`src/rtl/pc_fetch_if.sv`:
```
// Instruction-memory request/ready bus between the fetch unit (master) and imem (slave).
interface pc_fetch_if;
  logic        imem_req;
  logic [31:0] imem_addr;
  logic        imem_ready;
  logic [31:0] imem_rdata;

  modport master (
    output imem_req,
    output imem_addr,
    input  imem_ready,
    input  imem_rdata
  );

  modport slave (
    input  imem_req,
    input  imem_addr,
    output imem_ready,
    output imem_rdata
  );
endinterface

```
`src/rtl/pc_fetch.sv`:
```
// PC register and instruction-fetch front end: fetches the word at pc, holds it for
// decode, and loads the next PC from the jump/branch mux on advance.
module pc_fetch #(
  parameter logic [31:0] RESET_PC = 32'h0000_0000,
  parameter int unsigned MAX_WAIT = 15
) (
  input  logic              clk,
  input  logic              reset,
  input  logic [31:0]       pcInstruction,
  input  logic [1:0]        select,
  input  logic              advance,
  pc_fetch_if.master        imem,
  output logic [31:0]       instr,
  output logic              instr_valid,
  output logic [31:0]       pc,
  output logic [31:0]       pc4,
  output logic              fault
);

  localparam int unsigned WAIT_W = 8;
  localparam logic [WAIT_W-1:0] WAIT_LAST = WAIT_W'(MAX_WAIT - 1);

  typedef enum logic [1:0] {
    IDLE  = 2'd0,
    REQ   = 2'd1,
    HOLD  = 2'd2,
    FAULT = 2'd3
  } state_t;

  state_t            r_state;
  state_t            w_state_nxt;
  logic [31:0]       r_pc;
  logic [31:0]       w_pc_nxt;
  logic [31:0]       r_pc4;
  logic [31:0]       w_pc4_nxt;
  logic [31:0]       r_instr;
  logic [31:0]       w_instr_nxt;
  logic              r_instr_valid;
  logic              w_instr_valid_nxt;
  logic              r_fault;
  logic              w_fault_nxt;
  logic              r_imem_req;
  logic              w_imem_req_nxt;
  logic [WAIT_W-1:0] r_wait;
  logic [WAIT_W-1:0] w_wait_nxt;
  logic              r_idle_hold;
  logic              w_idle_hold_nxt;
  logic [31:0]       w_target;

  // select 00 means the mux has no valid target, so the current address is replayed
  assign w_target = (select == 2'b00) ? r_pc : pcInstruction;

  // State and registered outputs
  always_ff @(posedge clk) begin
    if (reset) begin
      r_state       <= IDLE;
      r_pc          <= RESET_PC;
      r_pc4         <= RESET_PC + 32'd4;
      r_instr       <= 32'd0;
      r_instr_valid <= 1'b0;
      r_fault       <= 1'b0;
      r_imem_req    <= 1'b0;
      r_wait        <= '0;
      r_idle_hold   <= 1'b1;
    end else begin
      r_state       <= w_state_nxt;
      r_pc          <= w_pc_nxt;
      r_pc4         <= w_pc4_nxt;
      r_instr       <= w_instr_nxt;
      r_instr_valid <= w_instr_valid_nxt;
      r_fault       <= w_fault_nxt;
      r_imem_req    <= w_imem_req_nxt;
      r_wait        <= w_wait_nxt;
      r_idle_hold   <= w_idle_hold_nxt;
    end
  end

  // Next-state and next-output logic
  always_comb begin
    w_state_nxt       = r_state;
    w_pc_nxt          = r_pc;
    w_pc4_nxt         = r_pc4;
    w_instr_nxt       = r_instr;
    w_instr_valid_nxt = r_instr_valid;
    w_fault_nxt       = r_fault;
    w_imem_req_nxt    = 1'b0;
    w_wait_nxt        = r_wait;
    w_idle_hold_nxt   = 1'b0;

    unique case (r_state)
      IDLE: begin
        // first post-reset edge only clears the hold flag, giving one full IDLE cycle
        if (!r_idle_hold) begin
          w_state_nxt    = REQ;
          w_imem_req_nxt = 1'b1;
          w_wait_nxt     = '0;
        end
      end

      REQ: begin
        if (imem.imem_ready) begin
          w_instr_nxt       = imem.imem_rdata;
          w_instr_valid_nxt = 1'b1;
          w_state_nxt       = HOLD;
        end else if (r_wait == WAIT_LAST) begin
          w_fault_nxt = 1'b1;
          w_state_nxt = FAULT;
        end else begin
          w_wait_nxt     = r_wait + WAIT_W'(1);
          w_imem_req_nxt = 1'b1;
        end
      end

      HOLD: begin
        if (advance) begin
          w_instr_valid_nxt = 1'b0;
          if (w_target[1:0] != 2'b00) begin
            w_fault_nxt = 1'b1;
            w_state_nxt = FAULT;
          end else begin
            w_pc_nxt       = w_target;
            w_pc4_nxt      = w_target + 32'd4;
            w_state_nxt    = REQ;
            w_imem_req_nxt = 1'b1;
            w_wait_nxt     = '0;
          end
        end
      end

      FAULT: begin
        w_instr_valid_nxt = 1'b0;
        w_fault_nxt       = 1'b1;
      end

      default: begin
        w_state_nxt = IDLE;
      end
    endcase
  end

  assign imem.imem_req  = r_imem_req;
  assign imem.imem_addr = r_pc;
  assign instr          = r_instr;
  assign instr_valid    = r_instr_valid;
  assign pc             = r_pc;
  assign pc4            = r_pc4;
  assign fault          = r_fault;

endmodule

```
`src/flat_wrapper.sv`:
```
// flat-port wrapper written by rule: the top's interface ports become plain ports
module pc_fetch_flat 
#(
  parameter logic [31:0] RESET_PC = 32'h0000_0000,
  parameter int unsigned MAX_WAIT = 15
)
  (clk, reset, pcInstruction, select, advance, instr, instr_valid, pc, pc4, fault, imem_imem_req, imem_imem_addr, imem_imem_ready, imem_imem_rdata);
  pc_fetch_if imem_i ();
  input  logic clk;
  input  logic reset;
  input  logic [31:0] pcInstruction;
  input  logic [1:0] select;
  input  logic advance;
  output logic [31:0] instr;
  output logic instr_valid;
  output logic [31:0] pc;
  output logic [31:0] pc4;
  output logic fault;
  output wire logic [$bits(imem_i.imem_req)-1:0] imem_imem_req;
  output wire logic [$bits(imem_i.imem_addr)-1:0] imem_imem_addr;
  input wire logic [$bits(imem_i.imem_ready)-1:0] imem_imem_ready;
  input wire logic [$bits(imem_i.imem_rdata)-1:0] imem_imem_rdata;
  assign imem_imem_req = imem_i.imem_req;
  assign imem_imem_addr = imem_i.imem_addr;
  assign imem_i.imem_ready = imem_imem_ready;
  assign imem_i.imem_rdata = imem_imem_rdata;
  pc_fetch #(.RESET_PC(RESET_PC), .MAX_WAIT(MAX_WAIT)) u_core (.clk(clk), .reset(reset), .pcInstruction(pcInstruction), .select(select), .advance(advance), .imem(imem_i), .instr(instr), .instr_valid(instr_valid), .pc(pc), .pc4(pc4), .fault(fault));
endmodule
```
`config.mk`:
```
export PLATFORM = sky130hd
export DESIGN_NAME = pc_fetch_flat
export DESIGN_NICKNAME = d
export VERILOG_FILES = /design/src/rtl/pc_fetch_if.sv /design/src/rtl/pc_fetch.sv /design/src/flat_wrapper.sv
export SDC_FILE = /design/constraint.sdc
export NUM_CORES = 1
export LEC_CHECK = 0
export ABC_AREA = 1
export ABC_CLOCK_PERIOD_IN_PS = 2400
export CAP_MARGIN = 20
export CORE_MARGIN = 5
export CORE_UTILIZATION = 46
export CTS_CLUSTER_DIAMETER = 50
export CTS_CLUSTER_SIZE = 20
export DETAILED_ROUTE_END_ITERATION = 6
export HOLD_SLACK_MARGIN = 0.06
export PLACE_DENSITY = 0.89
export SLEW_MARGIN = 10
export SYNTH_ARGS = -nofsm -noshare
export SYNTH_HDL_FRONTEND = slang
export SYNTH_SLANG_ARGS = --single-unit
export TNS_END_PERCENT = 30
```
`constraint.sdc`:
```
create_clock -name clk -period 2.4 [get_ports clk]
set_input_delay 0.48 -clock clk [delete_from_list [all_inputs] [get_ports clk]]
set_output_delay 0.48 -clock clk [all_outputs]
set_load 0.03 [all_outputs]
```
==> run_results.csv <==
group,metric,value,unit
floorplanning,coreArea,0.0125,mm²
synth,syn_inst,869,
global_route,grt_use_total,23.3,%
routing,wl,17800,µm
routing,avgViaCountPerCell,4.93,
global_route,grt_pass1_vias,5921,
sta,rsz0062_at_grt,"true",
worst_setup_path,cp_max_fo,6,
finish,fin_cells,1258,
pwr,p_sw,2.18,mW
global_route,grt_pass1_wl,28000,µm
finish,diodes,0,
finish,post-route-util,67.8,%
finish,fin_area,0.00845,mm²
routing,ant_nets,0,
placement,dpl-instance-area,0.00812,mm²
clock_tree,clock-sinks,108,
pwr,p_int,3.86,mW
floorplanning,rows,41,
clock_tree,htreeDepth,3,
clock_tree,path_clk_slew,70,ps
run_status,status,"completed",
global_route,antenna_found_initial,0,
synth,syn_area,0.00578,mm²
sta,fin_crit,2270,ps
synth,syn_nets,948,
floorplanning,die_h,122,µm
pwr,p_clk_share,24.4,%
finish,area_growth_syn_to_layout,46.3,%
routing,drc_errors,0,
worst_setup_path,start_kind,"input port",
pwr,ir_worst_vdd,0.339,mV
routing,drtIter0Drc,470,
floorplanning,initial_core_util,46.4,%
floorplanning,ios,201,
finish,drive_above_1_share,13.0,%
clock_tree,tritoncts,"done",
worst_setup_path,critPathArrivalTime,2510,ps
sta,finalHoldViolCount,0,
clock_tree,numCtsBuffers,9,
sta,skew,7.63,ps
floorplanning,die_x,122,µm
clock_tree,root_buffer,"clkbuf_16",
placement,io_buffers,200,
hold_path,hold_path_class,"flop to flop",
routing,wl_per_cell,14.2,µm
pwr,pwr-share-comb,38.8,%
pwr,power,6.04,mW
sta,holdWs,461,ps
synth,yosys.area.top_type,"dfxtp_1",
synth,yosys_warnings,0,
floorplanning,dieArea,0.0149,mm²
clock_tree,cts_buffer_depth,2,
finish,fin_nets,1161,
sta,slew_violations,0,
placement,routabilityCongestion,0.921,
placement,dp_hpwl,13200,µm
global_route,overflow,0,
sta,fmax,0.441,GHz
routing,firstDrtPassIters,6,
synth,synth.area.top_cells,"dfxtp_1, nand2_1, nor2_1",
worst_setup_path,crit_required,2640,ps
pwr,leakagePower,3.62,nW
pwr,sequentialPowerShare,36.7,%
clock_tree,clock_latency,350,ps
synth,avgSynthCellArea,6.65,µm²
sta,slew_headroom,73.6,%
pwr,power_density,714,mW/mm²
synth,synth.top_cell.area_share,37.4,%
sta,worst_pin_slew,394,ps
pwr,p_sw_share,36.1,%
worst_setup_path,worstSetupPathType,"input port to flop",
synth,yosysSeqAreaShare,37.4,%
global_route,grt_max_degree,88,
sta,min_period_over_period,94.6,%
worst_setup_path,endpoint_kind,"flop",
synth,ys_types,37,
flow_run,cap_violations,0,
sta,setup_violations,0,
routing,vias,6207,
synth,synth_seq_cells,108,
placement,placed_cells,1240,
-- layout by cell type (no fill, tap or decap), drive strengths merged --
cell type and count:
a211oi 8, a21boi 1, a21oi 28, a31oi 1
and2 2, buf 71, bufinv 1, clkbuf 13
clkdlybuf4s50 200, clkinv 1, dfxtp 108, ha 9
inv 83, nand2 215, nand3 43, nand3b 3
nand4 4, nor2 189, nor3 6, nor3b 1
o211ai 3, o21a 9, o21ai 82, o31ai 1
xnor2 2, xor2 2
-- stage by stage --
stage	setup WS, ps	TNS [ps]
2_1_floorplan	456	0
3_3_place_gp	-177	-2280
3_5_place_dp	-250	-5100
4_1_cts	95.7	0
5_1_grt	-35.8	-35.8
6_report	130	0
-- cell usage after synthesis --
master / count
a211oi_1: 8
a21boi_1: 1
a21oi_1: 28
a31oi_1: 1
and2_0: 1
and2_1: 1
buf_1: 3
buf_2: 5
buf_4: 38
buf_6: 4
clkbuf_1: 18
clkbuf_2: 1
dfxtp_1: 108
ha_1: 9
inv_1: 72
inv_2: 11
nand2_1: 195
nand2_2: 17
nand2_4: 3
nand3_1: 42
nand3_2: 1
nand3b_1: 3
nand4_1: 4
nor2_1: 173
nor2_2: 8
nor2_4: 7
nor2_8: 1
nor3_1: 6
nor3b_1: 1
o211ai_1: 3
o21a_1: 9
o21ai_0: 70
o21ai_1: 10
o21ai_2: 2
o31ai_1: 1
xnor2_1: 2
xor2_1: 2
-- routing by layer --
| metal | up-vias | GRT usage [%] | share of wire (%) |
|---|---|---|---|
| li1 | 3121 | - | - |
| met1 | 2793 | 28.6 | 42 |
| met2 | 255 | 40.4 | 48 |
| met3 | 38 | 4.55 | 7.2 |
| met4 | 0 | 8.68 | 2.7 |
| met5 | - | 0 | 0 |
-- cell type report --
cell class	count	area [µm²]
Clock buffer	13	250
Clock inverter	2	35.0
Fill cell	1032	4010
Inverter	83	312
Multi-Input combinational cell	609	2890
Sequential cell	108	2160
Tap cell	172	215
Timing Repair Buffer	271	2580
-- registers in the layout, indices dropped and copies added, names as in the netlist --
name	cells
u_core.instr_valid	1
u_core.r_wait	8
u_core.r_state	2
u_core.r_idle_hold	1
u_core.pc4	32
u_core.imem.imem_addr	30
u_core.fault	1
u_core.instr	32
u_core.imem.imem_req	1
-- path summary, 6_finish.rpt --
path / from / endpoint / slack, ps / cells after the start
worst min register to register: u_core.fault / u_core.fault / 460 / 2
worst max register to register: u_core.r_state[0] / u_core.r_wait[4] / 430 / 10
worst min-delay path: u_core.fault / u_core.fault / 460 / 2
worst max-delay path: select[0] / u_core.pc4[28] / 130 / 14
-- worst max-delay path: stages --
cell and delay, ps:
clkdlybuf4s50_1 470, nor2_4 230, nand2_1 100, nand2_1 100, ha_1 190, nand3_1 150, nor2_4 160, nand2_4 110
inv_2 70, nand2_2 60, nor2_1 170, nand3_1 90, nand2_1 70, nor2_1 30
-- cell families (layout without fill, tap and decap cells) --
kind of cell,after synthesis,after routing,synth area share (%)
AO/OA/AOI/OAI,133,133,12.6
XOR/XNOR,4,4,0.606
adder cells (fa/ha/maj),9,9,1.95
buffers and inverters,152,369,13.0
flip-flops,108,108,37.4
AND/OR/NAND/NOR,463,463,34.4
-- power by group through the flow --
stage | Sequential, mW | Combinational (mW) | Clock [mW]
final | 2.22 | 2.34 | 1.47
after CTS | 2.22 | 2.34 | 1.50
after floorplan | 2.70 | 0.938 | 0
after global routing | 2.25 | 2.53 | 1.58
after global placement | 2.25 | 2.30 | 0
after detailed placement | 2.26 | 2.33 | 0
-- repair_timing --
| item | CTS | global route |
|---|---|---|
| hold buffers | 0 | 0 |
| setup endpoints to repair | 0 | 14 |
| resized for setup | 0 | 9 |
| setup buffers | 0 | 3 |
No activity file was read; power rests on OpenSTA's default activity.
